File: config.mk
export PLATFORM = sky130hd
export DESIGN_NAME = pal_chroma_modulator
export DESIGN_NICKNAME = d
export VERILOG_FILES = /design/src/rtl/pal_chroma_modulator.sv
export SDC_FILE = /design/constraint.sdc
export NUM_CORES = 1
export LEC_CHECK = 0
export CORE_MARGIN = 3
export CORE_UTILIZATION = 45
export CTS_CLUSTER_DIAMETER = 100
export DETAILED_ROUTE_END_ITERATION = 16
export PLACE_DENSITY = 0.6
export SLEW_MARGIN = 20
export SYNTH_ARGS = -nofsm -noshare
export SYNTH_HDL_FRONTEND = slang
export SYNTH_SLANG_ARGS = --single-unit
File: constraint.sdc
create_clock -name clk -period 6.5 [get_ports clk]
set_input_delay 1.3 -clock clk [delete_from_list [all_inputs] [get_ports clk]]
set_output_delay 1.3 -clock clk [all_outputs]
set_load 0.05 [all_outputs]
File: src/rtl/pal_chroma_modulator.sv
`default_nettype none
// pal_chroma_modulator: PAL quadrature chroma modulator with per-line V switch and +/-135 deg burst.
// Rev 1.0
module pal_chroma_modulator #(
  parameter logic [31:0] PHASE_INC = 32'd396713490,
  parameter int          BURST_AMP = 6
) (
  input  logic              clk,
  input  logic              rst,
  input  logic signed [5:0] u_in,
  input  logic signed [5:0] v_in,
  input  logic              line_start,
  input  logic              burst_en,
  input  logic              active,
  output logic signed [7:0] chroma_out,
  output logic              v_switch
);

  localparam logic signed [5:0] BURST_POS = 6'(BURST_AMP);
  localparam logic signed [5:0] BURST_NEG = -BURST_POS;

  // First quadrant of round(127*sin(2*pi*k/256)), k = 0..64.
  localparam logic [6:0] QTAB [0:64] = '{
    7'd0,   7'd3,   7'd6,   7'd9,   7'd12,  7'd16,  7'd19,  7'd22,
    7'd25,  7'd28,  7'd31,  7'd34,  7'd37,  7'd40,  7'd43,  7'd46,
    7'd49,  7'd51,  7'd54,  7'd57,  7'd60,  7'd63,  7'd65,  7'd68,
    7'd71,  7'd73,  7'd76,  7'd78,  7'd81,  7'd83,  7'd85,  7'd88,
    7'd90,  7'd92,  7'd94,  7'd96,  7'd98,  7'd100, 7'd102, 7'd104,
    7'd106, 7'd107, 7'd109, 7'd111, 7'd112, 7'd113, 7'd115, 7'd116,
    7'd117, 7'd118, 7'd120, 7'd121, 7'd122, 7'd122, 7'd123, 7'd124,
    7'd125, 7'd125, 7'd126, 7'd126, 7'd126, 7'd127, 7'd127, 7'd127,
    7'd127
  };

  function automatic logic signed [7:0] sine(input logic [7:0] k);
    logic [6:0] j;
    logic [7:0] mag;
    j    = k[6] ? (7'd64 - {1'b0, k[5:0]}) : {1'b0, k[5:0]};
    mag  = {1'b0, QTAB[j]};
    sine = k[7] ? -$signed(mag) : $signed(mag);
  endfunction

  logic [31:0]        phase;
  logic [7:0]         cos_idx;
  logic               switch_next;
  logic signed [5:0]  u_sel, v_sel;

  logic signed [5:0]  u_s1, v_s1;
  logic               sw_s1;
  logic signed [7:0]  sin_s1, cos_s1;

  logic signed [13:0] prod_u, prod_v_raw, prod_v;
  logic signed [13:0] prod_u_s2, prod_v_s2;
  logic [14:0]        sum;

  assign cos_idx = phase[31:24] + 8'd64;

  always_comb begin
    switch_next = v_switch ^ line_start;
    u_sel       = '0;
    v_sel       = '0;
    if (burst_en) begin
      u_sel = BURST_NEG;
      v_sel = BURST_POS;
    end else if (active) begin
      u_sel = u_in;
      v_sel = v_in;
    end
  end

  assign prod_u     = $signed({{8{u_s1[5]}}, u_s1}) * $signed({{6{sin_s1[7]}}, sin_s1});
  assign prod_v_raw = $signed({{8{v_s1[5]}}, v_s1}) * $signed({{6{cos_s1[7]}}, cos_s1});
  assign prod_v     = sw_s1 ? -prod_v_raw : prod_v_raw;
  // Round-half-up then keep bits [14:7]: equivalent to (sum + 64) >>> 7.
  assign sum        = {prod_u_s2[13], prod_u_s2} + {prod_v_s2[13], prod_v_s2} + 15'd64;

  always_ff @(posedge clk) begin
    if (rst) begin
      phase      <= '0;
      v_switch   <= 1'b0;
      u_s1       <= '0;
      v_s1       <= '0;
      sw_s1      <= 1'b0;
      sin_s1     <= '0;
      cos_s1     <= '0;
      prod_u_s2  <= '0;
      prod_v_s2  <= '0;
      chroma_out <= '0;
    end else begin
      phase      <= phase + PHASE_INC;
      v_switch   <= switch_next;
      u_s1       <= u_sel;
      v_s1       <= v_sel;
      sw_s1      <= switch_next;
      sin_s1     <= sine(phase[31:24]);
      cos_s1     <= sine(cos_idx);
      prod_u_s2  <= prod_u;
      prod_v_s2  <= prod_v;
      chroma_out <= sum[14:7];
    end
  end

endmodule
`default_nettype wire

# Word-level counts from Yosys, hierarchy flattened

Memory sizes are Yosys's and may differ from the RTL's.
Index checks and enable logic that the tools add are counted.
Widths: inputs -> output; s select.

Latch bits: 0
RAM bits: 0
Input bits: 17
Flip-flop bits (word level): 97
Output and inout port bits: 9
Bits in read-only memories: 1792
Memories kept: 2
Logic and storage cells: 50

Memory list:

| memory           | words | width | rd ports | clocked after memory_dff | wr ports | RTL line | RTL |
|---|---|---|---|---|---|---|---|
| (name not given) | 128   | 7     | 1        | 0                        | 0        | 39       | `mag = {1'b0, QTAB[j]};` |
| (name not given) | 128   | 7     | 1        | 0                        | 0        | 39       |  |

Eq/ne operators: 0
Shift-type cells: 0
$lt $le $gt $ge: 2
Muxes and demuxes: 13
Div/mod/pow operators: 0
Reductions and logical operators: 3
Add/subtract/negate cells: 9
Bitwise operators: 6
Multiply operators: 2

Operators with widths:

| cell                   | number |
|---|---|
| $mux 7                 | 8 |
| $add 32x29->32 const B | 1 |
| $mul 6x8->14           | 2 |
| $ge 8x8->1 const B     | 2 |
| $neg 7->8              | 2 |
| $not 7->8              | 2 |
| $add 14x14->15         | 1 |
| $add 15x7->15 const B  | 1 |
| $mux 14                | 1 |
| $neg 14->14            | 1 |
| $sub 7x6->7 const A    | 2 |
| $mux 6                 | 2 |
| $add 8x7->8 const B    | 1 |
| $mux 3                 | 2 |
| $reduce_or 2->1        | 2 |
| $not 1->1              | 3 |
| $reduce_or 3->1        | 1 |
| $xor 1x1->1            | 1 |

# Longest topological paths before layout

Gate-level depths: netlist of the first run.

Depth after elaboration: 9
Depth in mapped cells: 18
Mapped depth without buffers: 18

# Least setup slack after synthesis of the first run

No wires, ideal clock.

Kind: reg2reg
From: register v_s1[5]
To: register prod_v_s2[12]
Stages on the path, launching flop included: 17
Data arrival time: 4659 ps
Required time: 6372 ps
Clock period less this slack: 4787 ps
Library setup time: 128 ps
Path buffers: 0
Path slack: 1713 ps
Cells stage by stage: dfxtp_1 nand2b_1 fa_1 fa_1 inv_1 fa_1 fa_1 inv_1 fa_1 nor2b_1 o21a_1 o21ai_0 and2_1 or4_1 o41ai_1 xor2_1 nor2_1

Word-level cells in the longest chain between the ends: 3

Ends and longest elaborated chain:

| what                   | RTL line | RTL |
|---|---|---|
| start, declared        | 48       | `logic signed [5:0] u_s1, v_s1;` |
| start signal, assigned | 93       | `v_s1 <= v_sel;` |
| $mul 6x8->14 *         | 72       | `assign prod_v_raw = $signed({{8{v_s1[5]}}, v_s1}) * $signed({{6{cos_s1[7]}}, cos_s1});` |
| $neg 14->14            | 73       | `assign prod_v = sw_s1 ? -prod_v_raw : prod_v_raw;` |
| $mux 14 *              | 73       |  |
| end signal, assigned   | 98       | `prod_v_s2 <= prod_v;` |
| end, declared          | 53       | `logic signed [13:0] prod_u_s2, prod_v_s2;` |

Every way passes the cells marked *; elsewhere a longest branch is shown, timed or not.
A chain may end at the register's enable or synchronous reset.

# Worst setup path in the final report of the first run

Ends and elaborated chain as after synthesis.

==> metrics.md, run 1 <==
| Metric | Value |
|---|---|
| Final instance count without filler cells | `1417` |
| DR pass1 iterations | `5` |
| R2r setup slk | `1.42 ns` |
| Status | `finished, final reports clean` |
| Post-Synth Simple-Gate Area | `20.4%` |
| Antenna violations before repair | `0` |
| Final Slew Violations | `0` |
| Gate count of the mapped netlist | `1147` |
| Final Cycle Share | `78.1%` |
| CTS Buffer Depth | `2` |
| Arr. time, crit path | `5.28 ns` |
| PwrDens | `459 nW/um2` |
| Largest net degree at the start of global routing | `66` |
| Worst-path fanout max | `9` |
| Die width | `152 um` |
| Final net count | `1318` |
| Yosys warnings | `0` |
| Min-Delay Startpoint | `phase[12]$_SDFF_PP0_` |
| Clock root cell | `clkbuf_16` |
| GRT Resource Usage Total | `18.6%` |
| Largest family of logic cells by synthesized area | `adder cells` |
| Finished Core Util | `50.2%` |
| Vias in the first global route | `7498` |
| Internal power | `2.35 mW` |
| Worst hold slack | `0.468 ns` |
| CTS tree | `yes` |
| Slew @ Worst Pin | `1.14 ns` |
| Setup WS post-layout | `1.42 ns` |
| Synth Flop Type | `dfxtp_1` |
| Sw Share | `50.7%` |
| DR WL/cell | `15.3 um` |
| Design Power | `4.76 mW` |
| Sink count of the clock tree | `96` |
| Mux share of post-synthesis cell area | `2.39%` |
| Sequential area share after synthesis | `20.0%` |
| #FFs+latches synth | `96` |
| Hold Path Depth | `2` |
| Final setup vio count | `0` |
| Startpoint type of the worst setup path | `register` |
| Layout cell share with drive strength beyond 1 | `4.18%` |
| Setup crit end kind | `register` |
| Clk_lat worst skew | `0.33 ns` |
| DRC violations left | `0` |
| CP Class | `reg -> reg` |
| Top post-synthesis cells by count | `nor2_1, dfxtp_1, inv_1` |
| Max-cap viol count | `0` |
| Reg clk slew, reported paths | `0.07 ns` |
| Synth top area cells | `dfxtp_1, fa_1, ha_1` |
| Max-slew headroom | `24.1%` |
| Total wire length | `21.7 mm` |
| Antenna Violating Nets Remaining | `0` |
| Syn nets | `1322` |
| Rows | `52` |
| Switching Power | `2.41 mW` |
| RSZ-0062 raised after global routing | `false` |
| Total CTS buffers | `9` |
| Hold buffer count at cts | `0` |
| Post-route cell area | `10400 um2` |
| Synth unique cells | `82` |
| H-tree Lvls | `3` |
| Minimum clock period after layout | `5.08 ns` |
| Fin. Hold Viols | `0` |
| Remaining Overflow, GRT | `0` |
| Sequential Power Share | `19.3%` |
| RePlAce Congestion | `0.886` |
| First-pass GRT wire length | `36.7 mm` |
| Synth Area in Compound Gates | `18.2%` |
| Critical R2R Launch | `v_s1[5]$_SDFF_PP0_` |
| Inst Count DP | `1402` |
| Maximum clock frequency | `0.197 GHz` |
| Top-area cell type share of the netlist area | `20.0%` |
| Adder-Cell Fraction of Synth Area | `25.8%` |
| Peak supply drop | `352 uV` |
| Area growth from synthesis to layout | `7.51%` |
| Critical R2R Capture | `prod_v_s2[12]$_SDFF_PP0_` |
| Starting density of the core | `46.7%` |
| Top-count cell post-synth | `nor2_1` |
| P_leak | `4.62 nW` |
| Hold EP | `phase[12]$_SDFF_PP0_` |
| DP Wirelength | `16.9 mm` |
| Clk_skew | `0.00998 ns` |
| Tightest Hold Check Type | `reg -> reg` |
| Setup_tns | `0 ns` |
| Port Buffers | `25` |
| Setup bufs post-CTS | `0` |
| Fillers | `1997` |
| Ant. Diodes | `0` |
| Asr flop ratio synth | `0%` |
| Synth Area in XOR/XNOR | `7.17%` |
| Placement Cell Area | `10100 um2` |
| Ports | `26` |
| Die height | `152 um` |
| Die area | `23200 um2` |
| Post-cts gate resize count | `0` |
| Initial drt markers | `358` |
| Post-synth top area cell | `dfxtp_1` |
| Vias/cell | `5.58` |
| Part of the power in combinational logic | `69.7%` |
| Core region area | `20600 um2` |
| WP data required | `6.70 ns` |
| Post-synthesis cell area | `9630 um2` |
| Reg2Reg Depth | `16` |
| Clk pwr share | `11.0%` |
| Syn Area/Cell | `8.40 um2` |
| Number of synthesized flops with an enable pin | `0` |
| Dpl ws | `1.40 ns` |
| Via count | `7909` |
==> flip-flops by register name, indices dropped and copies added (netlist names) <==
name        flops
phase          31
u_s1            6
prod_u_s2      14
sw_s1           1
prod_v_s2      14
cos_s1          8
chroma_out      8
v_s1            6
sin_s1          8
==> how the worst max path moves through the flow <==
stage / startpoint / to / cells after the start
2_1_floorplan: v_s1[5]$_SDFF_PP0_ / prod_v_s2[12]$_SDFF_PP0_ / 16
3_3_place_gp: v_s1[5]$_SDFF_PP0_ / prod_v_s2[12]$_SDFF_PP0_ / 16
3_5_place_dp: v_s1[5]$_SDFF_PP0_ / prod_v_s2[12]$_SDFF_PP0_ / 16
4_1_cts: v_s1[5]$_SDFF_PP0_ / prod_v_s2[12]$_SDFF_PP0_ / 16
5_1_grt: v_s1[5]$_SDFF_PP0_ / prod_v_s2[12]$_SDFF_PP0_ / 16
6_report: v_s1[5]$_SDFF_PP0_ / prod_v_s2[12]$_SDFF_PP0_ / 16
==> kinds of logic after synthesis <==
kind of cell | count (synthesis)
AOI/OAI and AO/OA | 252
xor gates and xnor gates | 78
adders and majority gates | 158
buffers and inverters | 144
DFF | 96
muxes | 22
and+or+nand+nor | 397
==> routing by layer <==
layer	share of wire, %	track usage [%]	wire length [um]
met3	2.9	1.59	633
met1	47	25.2	10300
met5	0	0	0
met4	3.1	6.38	666
met2	47	31.2	10100
==> layout by cell type, fill, tap and decap left out, drive strengths merged, types with 22 or more instances in the layout <==
cell / count
nor2: 113
dfxtp: 96
inv: 94
ha: 90
nand2: 88
fa: 68
and2: 60
a21oi: 54
xnor2: 50
o21ai: 42
nor2b: 29
xor2: 28
clkdlybuf4s50: 24
nor3: 22
==> area by class of cell <==
class                   count  area, um2  share of cell area (%)
clock buffers              11        243                    2.34
clock inverters             4       53.8                   0.520
multi-input cells         907       7130                    68.9
flip-flops and latches     96       1920                    18.6
inverters                  95        357                    3.44
repair buffers             34        313                    3.02
well taps                 270        338                    3.26
==> power by group through the flow <==
stage	Sequential, mW	Clock, mW	Combinational, mW
2_1_floorplan	0.907	0	2.60
3_3_place_gp	0.927	0	3.26
3_5_place_dp	0.929	0	3.28
4_1_cts	0.917	0.544	3.29
5_1_grt	0.944	0.565	3.69
6_report	0.917	0.524	3.32
==> critical path: stages, from the launching register on <==
cell      delay [ns]
dfxtp_1         0.48
nand2b_1        0.13
fa_1            0.51
fa_1            0.54
inv_1           0.05
fa_1            0.49
fa_1            0.55
inv_1           0.07
fa_1            0.49
nor2b_1         0.14
o21a_1          0.15
o21ai_0         0.11
and2_1          0.17
or4_1           0.43
o41ai_1         0.42
xor2_1          0.18
nor2_1          0.05
No activity file was read; power rests on OpenSTA's default activity.
==> run 2: changes to the inputs <==
==> constraint.sdc (replaced) <==
create_clock -name clk -period 5.22 [get_ports clk]
set_input_delay 1.044 -clock clk [delete_from_list [all_inputs] [get_ports clk]]
set_output_delay 1.044 -clock clk [all_outputs]
set_load 0.05 [all_outputs]
==> metrics.md, run 2 (same netlist as run 1, synthesis figures left out) <==
| Metric | Value |
|---|---|
| Max-slew headroom | `33.0% (+9.0 points)` |
| Finished Core Util | `50.7% (+0.49 points)` |
| Layout cell share with drive strength beyond 1 | `5.10% (+0.92 points)` |
| Antenna violations before repair | `0 (unchanged)` |
| DRC violations left | `0 (unchanged)` |
| Total CTS buffers | `9 (unchanged)` |
| Starting density of the core | `46.7% (unchanged)` |
| Most frequent cells in the layout | `nor2_1, dfxtp_1, inv_1, ha_1, nand2_1` |
| Worst hold slack | `0.466 ns (-0.00156 ns)` |
| Via count | `7925 (+0.20%)` |
| DR WL/cell | `15.6 um (+1.7%)` |
| Largest net degree at the start of global routing | `75 (+14%)` |
| Max-cap viol count | `0 (unchanged)` |
| Clk_lat worst skew | `0.34 ns (about the same)` |
| Die height | `152 um (unchanged)` |
| Final Slew Violations | `0 (unchanged)` |
| Tightest Hold Check Type | `reg -> reg` |
| Setup crit end kind | `register` |
| Inst Count DP | `1410 (+0.57%)` |
| Total wire length | `22.2 mm (+2.3%)` |
| Placement Cell Area | `10100 um2 (+0.60%)` |
| RePlAce Congestion | `0.932 (+5.3%)` |
| PwrDens | `576 nW/um2 (+25%)` |
| H-tree Lvls | `3 (unchanged)` |
| Area growth from synthesis to layout | `8.55%` |
| DP Wirelength | `17.3 mm (+2.3%)` |
| Arr. time, crit path | `5.14 ns (-0.14 ns)` |
| Family with the most delay on the worst path | `adder cells` |
| Worst-path fanout max | `7 (-2)` |
| Clock root cell | `clkbuf_16` |
| Buf+Inv Stages, Crit Path | `2 (unchanged)` |
| Final net count | `1326 (+0.61%)` |
| Sink count of the clock tree | `96 (unchanged)` |
| Clk_skew | `0.0108 ns (+0.000823 ns)` |
| Core region area | `20600 um2 (unchanged)` |
| Slew @ Worst Pin | `1.00 ns (-0.134 ns)` |
| CTS tree | `yes` |
| Multi-input gate area | `7140 um2 (+0.11%)` |
| Hold buffer count at cts | `0 (unchanged)` |
| Fin. Hold Viols | `0 (unchanged)` |
| Most common cell after layout, fill and taps aside | `nor2_1` |
| DR pass1 iterations | `5 (unchanged)` |
| P_leak | `4.69 nW (+1.3%)` |
| Vias in the first global route | `7476 (-0.29%)` |
| Sequential Area | `1920 um2 (about the same)` |
| First-pass GRT wire length | `37.3 mm (+1.7%)` |
| Startpoint type of the worst setup path | `register` |
| Reg clk slew, reported paths | `0.07 ns (about the same)` |
| Rows | `52 (unchanged)` |
| Final instance count without filler cells | `1426 (+0.64%)` |
| Antenna Violating Nets Remaining | `0 (unchanged)` |
| Maximum clock frequency | `0.202 GHz (+2.7%)` |
| CP most frequent cell | `fa_1` |
| CP Class | `reg -> reg` |
| Vias/cell | `5.56 (-0.43%)` |
| GRT Resource Usage Total | `19.0% (+0.46 points)` |
| Initial drt markers | `501 (+40%)` |
| Fillers | `1961 (-1.8%)` |
| Ports | `26 (unchanged)` |
| Minimum clock period after layout | `4.95 ns (-0.132 ns)` |
| Final Cycle Share | `94.8% (+17 points)` |
| Ant. Diodes | `0 (unchanged)` |
| Slowest cell on crit path | `fa_1` |
| WP data required | `5.42 ns (-1.28 ns)` |
| CP max stage delay | `0.54 ns (about the same)` |
| Setup_tns | `0 ns (unchanged)` |
| Post-route cell area | `10500 um2 (+0.97%)` |
| Die width | `152 um (unchanged)` |
| Crit-path cells | `nand2b_1, fa_1, fa_1, inv_1, fa_1, fa_1, inv_1, fa_1, nor2b_1, o21a_1, o21ai_0, and2_1, or4_1, o41ai_2, xor2_1, nor2_1` |
| Status | `finished, final reports clean` |
| CTS Buffer Depth | `2 (unchanged)` |
| Peak supply drop | `457 uV (+30%)` |
| Top flop regs | `phase: 31 flops, prod_u_s2: 14 flops, prod_v_s2: 14 flops` |
| Final setup vio count | `0 (unchanged)` |
| Largest register FFs | `31 (unchanged)` |
| Largest Register | `phase` |
| Remaining Overflow, GRT | `0 (unchanged)` |
| Die area | `23200 um2 (unchanged)` |
| Port Buffers | `25 (unchanged)` |
## run 2: tightest hold or removal path, delay by kind of cell (launching register included)
kind,cells,cell delay [ns]
flops,1,0.31
compound gates,2,0.11
## run 2: power by group
part	total, mW	internal [mW]	switching, mW
clock	0.717	0.437	0.281
sequential	1.16	0.929	0.235
combinational	4.14	1.63	2.51
## run 2: final cells by class
class                      instances  area share [%]
multi-input combinational        907            68.3
sequential                        96            18.4
timing repair buffer              42            3.57
inverter                          95            3.41
tap                              270            3.23
clock buffer                      11            2.32
clock inverter                     5           0.814
## run 2: timing repair
item	in CTS	in global routing
setup buffers	0	0
endpoints found under the setup margin	0	1
gates resized for setup	0	2
## run 2: worst paths after layout
check / from / to / slack [ns] / cells past startpoint
setup reg to reg: cos_s1[0]$_SDFF_PP0_ / prod_v_s2[12]$_SDFF_PP0_ / 0.27 / 16
hold / removal: phase[12]$_SDFF_PP0_ / phase[12]$_SDFF_PP0_ / 0.47 / 2
setup / recovery: cos_s1[0]$_SDFF_PP0_ / prod_v_s2[12]$_SDFF_PP0_ / 0.27 / 16
hold reg to reg: phase[12]$_SDFF_PP0_ / phase[12]$_SDFF_PP0_ / 0.47 / 2
## run 2: layer usage
metal / track usage (%) / part of all wire [%] / wire [um]
met1: 26.2 / 47 / 10400
met2: 31.0 / 47 / 10400
met3: 2.13 / 3.5 / 777
met4: 6.81 / 3.0 / 667
met5: 0 / 0 / 0
## run 2: stage by stage
step | total power, mW | setup WS, ns
6_report | 6.03 | 0.273
5_1_grt | 6.59 | -0.0224
4_1_cts | 6.02 | 0.216
3_5_place_dp | 5.28 | 0.233
3_3_place_gp | 5.25 | 0.273
2_1_floorplan | 4.37 | 0.433
